## src/rtl/io_pkg.sv

```systemverilog
// Shared types and constants for the processor I/O responder.
// FSM state encoding, seven-segment table (active-low {g..a}) and conversion length.
package io_pkg;

  typedef enum logic [2:0] {
    IDLE,
    WAIT_PRESS,
    WAIT_RELEASE,
    CONVERT,
    LOAD,
    DONE
  } state_t;

  localparam logic [6:0] SEG_BLANK  = 7'h7F;
  localparam int         CONV_COUNT = 32;

  // Entry n is the pattern for digit n.
  localparam logic [9:0][6:0] SEG_TABLE = {
    7'h10, 7'h00, 7'h78, 7'h02, 7'h12,
    7'h19, 7'h30, 7'h24, 7'h79, 7'h40
  };

  function automatic logic [6:0] seg_encode(input logic [3:0] digit);
    if (digit <= 4'd9) return SEG_TABLE[digit];
    return SEG_BLANK;
  endfunction

endpackage

```

## src/rtl/bin2bcd_seq.sv

```systemverilog
// Sequential double-dabble converter: 32-bit binary to 10 BCD digits.
// start loads the operand and performs the first iteration; busy covers the rest.
module bin2bcd_seq
  import io_pkg::*;
(
  input  logic        Clock,
  input  logic        reset,
  input  logic        start,
  input  logic [31:0] bin_in,
  output logic        busy,
  output logic [39:0] bcd_out
);

  logic [31:0] r_bin;
  logic [39:0] r_bcd;
  logic [5:0]  r_cnt;

  function automatic logic [71:0] dd_step(input logic [39:0] bcd, input logic [31:0] bin);
    logic [39:0] adj;
    adj = bcd;
    for (int i = 0; i < 10; i++) begin
      if (adj[4*i +: 4] >= 4'd5) adj[4*i +: 4] = adj[4*i +: 4] + 4'd3;
    end
    return {adj, bin} << 1;
  endfunction

  always_ff @(posedge Clock or negedge reset) begin
    if (!reset) begin
      r_bin <= '0;
      r_bcd <= '0;
      r_cnt <= '0;
    end else if (start) begin
      {r_bcd, r_bin} <= dd_step(40'd0, bin_in);
      r_cnt          <= 6'(CONV_COUNT - 1);
    end else if (r_cnt != 6'd0) begin
      {r_bcd, r_bin} <= dd_step(r_bcd, r_bin);
      r_cnt          <= r_cnt - 6'd1;
    end
  end

  assign busy    = (r_cnt != 6'd0);
  assign bcd_out = r_bcd;

endmodule

```

## src/rtl/io_responder.sv

```systemverilog
// Processor I/O responder: captures switches on a key press, shows values on 8 digits.
// Define IO_DEBOUNCE_EN to debounce the synchronized key over 2^DEBOUNCE_BITS samples.
//
//   state        | meaning
//   IDLE         | waiting for in_req / out_req
//   WAIT_PRESS   | input request, waiting for a fresh key press
//   WAIT_RELEASE | switches captured, waiting for key release
//   CONVERT      | binary-to-BCD conversion running
//   LOAD         | register digits onto HEX, update ovf
//   DONE         | one-cycle completion, requests ignored
module io_responder
  import io_pkg::*;
#(
  parameter int DEBOUNCE_BITS = 16
) (
  input  logic        Clock,
  input  logic        reset,
  input  logic        in_req,
  input  logic        out_req,
  input  logic [31:0] out_data,
  input  logic        insert,
  input  logic [14:0] SW,
  output logic [31:0] user_input,
  output logic        stall,
  output logic        done,
  output logic        ovf,
  output logic [6:0]  HEX0,
  output logic [6:0]  HEX1,
  output logic [6:0]  HEX2,
  output logic [6:0]  HEX3,
  output logic [6:0]  HEX4,
  output logic [6:0]  HEX5,
  output logic [6:0]  HEX6,
  output logic [6:0]  HEX7
);

  if (DEBOUNCE_BITS < 1) begin : g_bad_param
    $error("DEBOUNCE_BITS must be at least 1");
  end

  state_t      r_state;
  logic        r_sync1, r_sync2, r_key_prev;
  logic        r_done, r_ovf;
  logic [31:0] r_user_input;
  logic [6:0]  r_hex [8];
  logic        w_key_n, w_press, w_conv_start, w_conv_busy;
  logic [39:0] w_bcd;

  always_ff @(posedge Clock or negedge reset) begin
    if (!reset) begin
      r_sync1 <= 1'b1;
      r_sync2 <= 1'b1;
    end else begin
      r_sync1 <= insert;
      r_sync2 <= r_sync1;
    end
  end

`ifdef IO_DEBOUNCE_EN
  logic [DEBOUNCE_BITS-1:0] r_db_cnt;
  logic                     r_key_db;

  // Down-counter reloads whenever the raw key agrees with the accepted level.
  always_ff @(posedge Clock or negedge reset) begin
    if (!reset) begin
      r_db_cnt <= '1;
      r_key_db <= 1'b1;
    end else if (r_sync2 == r_key_db) begin
      r_db_cnt <= '1;
    end else if (r_db_cnt == '0) begin
      r_key_db <= r_sync2;
      r_db_cnt <= '1;
    end else begin
      r_db_cnt <= r_db_cnt - 1'b1;
    end
  end

  assign w_key_n = r_key_db;
`else
  assign w_key_n = r_sync2;
`endif

  // Edge-based press, so a key already down at request time is not taken.
  always_ff @(posedge Clock or negedge reset) begin
    if (!reset) r_key_prev <= 1'b1;
    else        r_key_prev <= w_key_n;
  end

  assign w_press      = r_key_prev & ~w_key_n;
  assign w_conv_start = (r_state == IDLE) & out_req;

  bin2bcd_seq u_bin2bcd (
    .Clock   (Clock),
    .reset   (reset),
    .start   (w_conv_start),
    .bin_in  (out_data),
    .busy    (w_conv_busy),
    .bcd_out (w_bcd)
  );

  always_ff @(posedge Clock or negedge reset) begin
    if (!reset) begin
      r_state      <= IDLE;
      r_done       <= 1'b0;
      r_ovf        <= 1'b0;
      r_user_input <= '0;
      for (int i = 0; i < 8; i++) r_hex[i] <= SEG_BLANK;
    end else begin
      r_done <= 1'b0;
      case (r_state)
        IDLE: begin
          if (out_req)     r_state <= CONVERT;
          else if (in_req) r_state <= WAIT_PRESS;
        end
        WAIT_PRESS: begin
          if (w_press) begin
            r_user_input <= {17'b0, SW};
            r_state      <= WAIT_RELEASE;
          end
        end
        WAIT_RELEASE: begin
          if (w_key_n) begin
            r_done  <= 1'b1;
            r_state <= DONE;
          end
        end
        CONVERT: begin
          if (!w_conv_busy) r_state <= LOAD;
        end
        LOAD: begin
          for (int i = 0; i < 8; i++) r_hex[i] <= seg_encode(w_bcd[4*i +: 4]);
          r_ovf   <= (w_bcd[39:32] != 8'd0);
          r_done  <= 1'b1;
          r_state <= DONE;
        end
        DONE:    r_state <= IDLE;
        default: r_state <= IDLE;
      endcase
    end
  end

  assign stall = ((r_state == IDLE) & (in_req | out_req)) |
                 (r_state == WAIT_PRESS) | (r_state == WAIT_RELEASE) |
                 (r_state == CONVERT) | (r_state == LOAD);

  assign done       = r_done;
  assign ovf        = r_ovf;
  assign user_input = r_user_input;
  assign HEX0 = r_hex[0];
  assign HEX1 = r_hex[1];
  assign HEX2 = r_hex[2];
  assign HEX3 = r_hex[3];
  assign HEX4 = r_hex[4];
  assign HEX5 = r_hex[5];
  assign HEX6 = r_hex[6];
  assign HEX7 = r_hex[7];

endmodule

```

## config.mk

```make
export PLATFORM = sky130hd
export DESIGN_NAME = io_responder
export DESIGN_NICKNAME = d
export VERILOG_FILES = /design/src/rtl/io_pkg.sv /design/src/rtl/bin2bcd_seq.sv /design/src/rtl/io_responder.sv
export SDC_FILE = /design/constraint.sdc
export NUM_CORES = 1
export LEC_CHECK = 0
export BUFFER_PORTS_ARGS = -buffer_cell sky130_fd_sc_hd__buf_2
export CAP_MARGIN = 20
export CORE_MARGIN = 2
export CORE_UTILIZATION = 57
export CTS_BUF_LIST = sky130_fd_sc_hd__clkbuf_8 sky130_fd_sc_hd__clkbuf_16
export CTS_CLUSTER_DIAMETER = 120
export CTS_CLUSTER_SIZE = 14
export DETAILED_ROUTE_END_ITERATION = 16
export GPL_TIMING_DRIVEN = 0
export PLACE_DENSITY_LB_ADDON = 0.15
export SETUP_SLACK_MARGIN = 0.05
export SKIP_CTS_REPAIR_TIMING = 1
export SLEW_MARGIN = 20
export SYNTH_ARGS = -nofsm -noshare
export SYNTH_HDL_FRONTEND = slang
export SYNTH_SLANG_ARGS = --single-unit
```

## constraint.sdc

```tcl
create_clock -name Clock -period 2.05 [get_ports Clock]
set_input_delay 0.1025 -clock Clock [delete_from_list [all_inputs] [get_ports Clock]]
set_output_delay 0.1025 -clock Clock [all_outputs]
set_load 0.005 [all_outputs]
```

==> results.md <==
| Group | Metric | Reported |
|:---|:---|:---|
| status | Result of the run | finished, violations left |
| status | Violated checks | negative hold slack |
| yosys | Warnings, synthesis | 0 |
| setup path | Critical path's slowest cell | sky130_fd_sc_hd__a2111oi_0 |
| sta | Final setup violation count | 0 |
| floorplan | Floorplan die width | 125.7 um |
| setup path | Category of the most critical setup path | reg2reg |
| sta | Setup repair after global routing missed its margin | no |
| clock tree | CTS tree | built |
| power and ir drop | Share of power burned in combinational logic | 0.428 |
| power and ir drop | Power density over cell area | 1575 mW/mm^2 |
| cells and area | Synth-to-layout area growth | 24.93% |
| cells and area | Post-Route Utilization | 0.7285 |
| yosys | Top cells by area, synth | sky130_fd_sc_hd__dfrtp_1, sky130_fd_sc_hd__dfstp_2, sky130_fd_sc_hd__ha_1 |
| setup path | Critical path data arrival time | 2.24 ns |
| drt | Wire per inst | 16.22 um |
| hold path | Cells on Worst Hold Path | 3 |
| place | DP Cell Count | 1251 |
| clock tree | Clock latency at the later pin of the worst-skew pair | 0.44 ns |
| cells and area | Register area | 0.003979 sq mm |
| sta | Hold Fails Final Rpt | 1 |
| cells and area | Final #Nets | 1234 |
| clock tree | Htree depth | 4 |
| place | Post-DP HPWL | 14040 um |
| clock tree | Total clock buffers created by CTS | 17 |
| cells and area | Leading cell types in the layout, fill and taps excluded | sky130_fd_sc_hd__buf_2, sky130_fd_sc_hd__nand3_1, sky130_fd_sc_hd__a21oi_1, sky130_fd_sc_hd__dfrtp_1, sky130_fd_sc_hd__o21ai_0 |
| setup path | Worst-path fanout max | 6 |
| floorplan | Boundary pin count | 143 |
| cells and area | Layout cells sized above 1 | 0.2502 |
| sta | Tcrit/Tclk final | 0.9299 |
| sta | Worst slew pin tran | 0.8839 ns |
| global routing | Number of antenna violations at the first check in global routing | 0 |
| place | Total placed instance area | 0.009397 sq mm |
| floorplan | Starting utilization of the core area | 0.5831 |
| global routing | Global-route wire length before repair | 33640 um |
| floorplan | Area of the placeable core | 0.01448 sq mm |
| clock tree | Register clock-pin slew on the reported worst setup and hold paths | 0.06 ns |
| yosys | Synth Area per Inst | 9.128 sq um |
| floorplan | Die Height | 125.7 um |
| cells and area | Area of combinational cells with multiple inputs | 0.003958 sq mm |
| sta | Worst-case hold slack | -0.03134 ns |
| drt | DRC errors left | 0 |
| clock tree | Maximum number of buffers from clock root to sink | 2 |
| drt | Via density | 5.588 |
| drt | Total via count in the routed design | 7437 |
| setup path | CP endpoint kind | flop |
| yosys | Cell type contributing the most total cell area after synthesis | sky130_fd_sc_hd__dfrtp_1 |
| setup path | R2r worst-path depth | 6 |
| power and ir drop | Peak supply drop | 0.7460 mV |
| drt | Routed WL | 21600 um |
| yosys | Summed instance area of the synthesized netlist | 0.008443 sq mm |
| setup path | Required time at the endpoint of the critical path | 2.38 ns |
| floorplan | Die Area | 0.01580 sq mm |
| power and ir drop | Total net switching power | 6319 uW |
| cells and area | Final non-filler cell total | 1331 |
| setup path | Cells traversed along the worst timing path | inv_1 -> ha_1 -> nor2_1 -> o21a_1 -> a2111oi_0 -> nor2_1 |
| sta | Worst rel slew slack | 0.4082 |
| clock tree | Root buffer cell | sky130_fd_sc_hd__clkbuf_16 |
| setup path | Internal reg-to-reg setup slack | 0.14 ns |
| hold path | Worst hold-check path type | in2reg |
| sta | Tmin final | 1.906 ns |
| global routing | Largest net degree at the start of global routing | 95 |
| flow run | Total of max-cap violations | 0 |
| power and ir drop | Register share of total power | 0.360 |
| drt | Antenna Nets Post-Route | 0 |
| global routing | GRT Util Overall | 0.2633 |
| setup path | Crit path top cell by count | sky130_fd_sc_hd__nor2_1 |
| drt | 1st-pass router iterations | 5 |
| power and ir drop | Switching part of the total | 0.3804 |
| power and ir drop | Leakage power summed over all cells | 0.004907 uW |
| place | Weighted congestion at the end of routability-driven global placement | 0.9101 |
| cells and area | Filler cell count | 1082 |
| global routing | Via count of the first global-routing pass | 6790 |
| setup path | CP Launch Type | flop |
| cells and area | Post-route standard cell area excluding fillers | 0.01055 sq mm |
| drt | Violation count after the first detailed-route iteration | 613 |
| floorplan | Placement Rows | 44 |
| yosys | Number of standard cells after synthesis | 925 |
| power and ir drop | Internal cell power | 10290 uW |
| power and ir drop | Share of total power in the clock network | 0.212 |
| sta | Count of final max-slew check failures | 0 |
| cells and area | Diodes inserted | 0 |
| setup path | Largest stage delay, worst path | 0.53 ns |
| place | Count of input and output buffers | 125 |
| cells and area | Leading cell type in the layout, fill and taps excluded | sky130_fd_sc_hd__buf_2 |
| sta | Maximum clock skew at final layout | 0.01039 ns |
| global routing | Final global-route overflow total | 0 |
| sta | Maximum clock frequency | 0.5246 GHz |
| yosys | Distinct cell type count after synthesis | 44 |
| yosys | Top cell type's share of synthesized area | 0.2875 |
| yosys | Sequential fraction of the synthesis area | 0.4711 |
| yosys | Number of storage elements in the synthesis netlist | 156 |
| clock tree | Clock Sink Count | 156 |
-- stage by stage --
step	setup TNS, ns	worst slack, ns	power, uW
floorplan	0	0.4454	10730
global placement	-165.03	-1.405	12670
detailed placement	0	0.1124	12940
CTS	0	0.1218	16510
global route	0	0.05190	17880
finish	0	0.1437	16610
-- sequential cells by signal, summed over array words and instances (netlist names) --
name / flops
HEX3: 7
HEX5: 7
r_state: 3
done: 1
u_bin2bcd.r_cnt: 6
r_key_prev: 1
HEX1: 7
u_bin2bcd.r_bin: 31
HEX4: 7
u_bin2bcd.bcd_out: 40
HEX6: 7
HEX0: 7
r_sync1: 1
HEX2: 7
r_sync2: 1
HEX7: 7
ovf: 1
user_input: 15
-- routing by layer --
metal	GRT usage	share of wire	vias to the layer above
met5	0	0	-
met1	0.3717	0.45	3562
met4	0.1007	0.021	0
met3	0.04843	0.053	34
met2	0.4076	0.47	258
li1	-	-	3583
-- synth_stat cells --
master,count
sky130_fd_sc_hd__a21oi_1,113
sky130_fd_sc_hd__xnor2_1,2
sky130_fd_sc_hd__a2111oi_2,1
sky130_fd_sc_hd__nor2b_1,4
sky130_fd_sc_hd__dfstp_2,59
sky130_fd_sc_hd__mux2i_1,6
sky130_fd_sc_hd__nor4b_4,1
sky130_fd_sc_hd__a31o_1,2
sky130_fd_sc_hd__a31oi_1,13
sky130_fd_sc_hd__and2_1,9
sky130_fd_sc_hd__o21bai_1,2
sky130_fd_sc_hd__a2111oi_0,5
sky130_fd_sc_hd__dfrtp_1,97
sky130_fd_sc_hd__inv_1,33
sky130_fd_sc_hd__xor2_1,2
sky130_fd_sc_hd__buf_2,25
sky130_fd_sc_hd__nor4_1,1
sky130_fd_sc_hd__buf_6,5
sky130_fd_sc_hd__o31ai_1,9
sky130_fd_sc_hd__a21o_1,1
sky130_fd_sc_hd__or3_1,1
sky130_fd_sc_hd__o21a_1,10
sky130_fd_sc_hd__o211ai_1,2
sky130_fd_sc_hd__a22oi_1,1
sky130_fd_sc_hd__nor3_1,8
sky130_fd_sc_hd__ha_1,48
sky130_fd_sc_hd__nor2_1,74
sky130_fd_sc_hd__and3_1,1
sky130_fd_sc_hd__buf_1,1
sky130_fd_sc_hd__nand2b_1,35
sky130_fd_sc_hd__mux2_2,12
sky130_fd_sc_hd__conb_1,1
sky130_fd_sc_hd__o21ai_0,84
sky130_fd_sc_hd__nand3b_1,2
sky130_fd_sc_hd__nand3_1,114
sky130_fd_sc_hd__nor3b_1,7
sky130_fd_sc_hd__buf_4,21
sky130_fd_sc_hd__nor2_2,1
sky130_fd_sc_hd__mux2_1,10
sky130_fd_sc_hd__nand2_1,68
sky130_fd_sc_hd__nand2b_2,1
sky130_fd_sc_hd__clkbuf_1,27
sky130_fd_sc_hd__o22ai_1,5
sky130_fd_sc_hd__nor3b_4,1
-- power groups by stage --
stage | Combinational, uW | Sequential [uW] | Clock (uW)
3_5_place_dp | 6950 | 5980 | 0
4_1_cts | 7010 | 5950 | 3540
3_3_place_gp | 6740 | 5940 | 0
6_report | 7110 | 5980 | 3520
2_1_floorplan | 4890 | 5840 | 0
5_1_grt | 8030 | 6180 | 3670
-- final cells by class --
type                    instances  share of cell area
flip-flops and latches        156              0.3772
multi-input cells             673              0.3752
repair buffers                174              0.1084
clock buffers                  21             0.04769
plain buffers                  79             0.04247
well taps                     184             0.02183
clock inverters                11             0.01542
inverters                      33             0.01174
-- worst max-delay path, delay by kind of cell (launching register included) --
family                   cells  cell delay, ns
buffers and inverters        1            0.17
AND/OR/NAND/NOR              2            0.17
AO/OA/AOI/OAI                2            0.76
flip-flops                   1            0.45
adder cells (fa/ha/maj)      1            0.26
-- final timing paths --
path,startpoint,to
worst max-delay path,u_bin2bcd.bcd_out[16],HEX4[4]
worst min-delay path,out_data[31],u_bin2bcd.bcd_out[0]
worst max register to register,u_bin2bcd.bcd_out[16],HEX4[4]
worst min register to register,r_sync1,r_sync2
max in group asynchronous,reset,HEX3[6]
min in group asynchronous,reset,u_bin2bcd.bcd_out[27]
-- kinds of logic after synthesis --
group / count (synthesis) / share of synthesized area
XOR/XNOR: 4 / 0.004150
other: 1 / 0.0004441
adder cells (fa/ha/maj): 48 / 0.07113
AND/OR/NAND/NOR: 328 / 0.1881
AO/OA/AOI/OAI: 248 / 0.1614
multiplexers: 28 / 0.03646
buffers and inverters: 112 / 0.06728
flip-flops: 156 / 0.4711
Power figures use the tool's default switching activity.
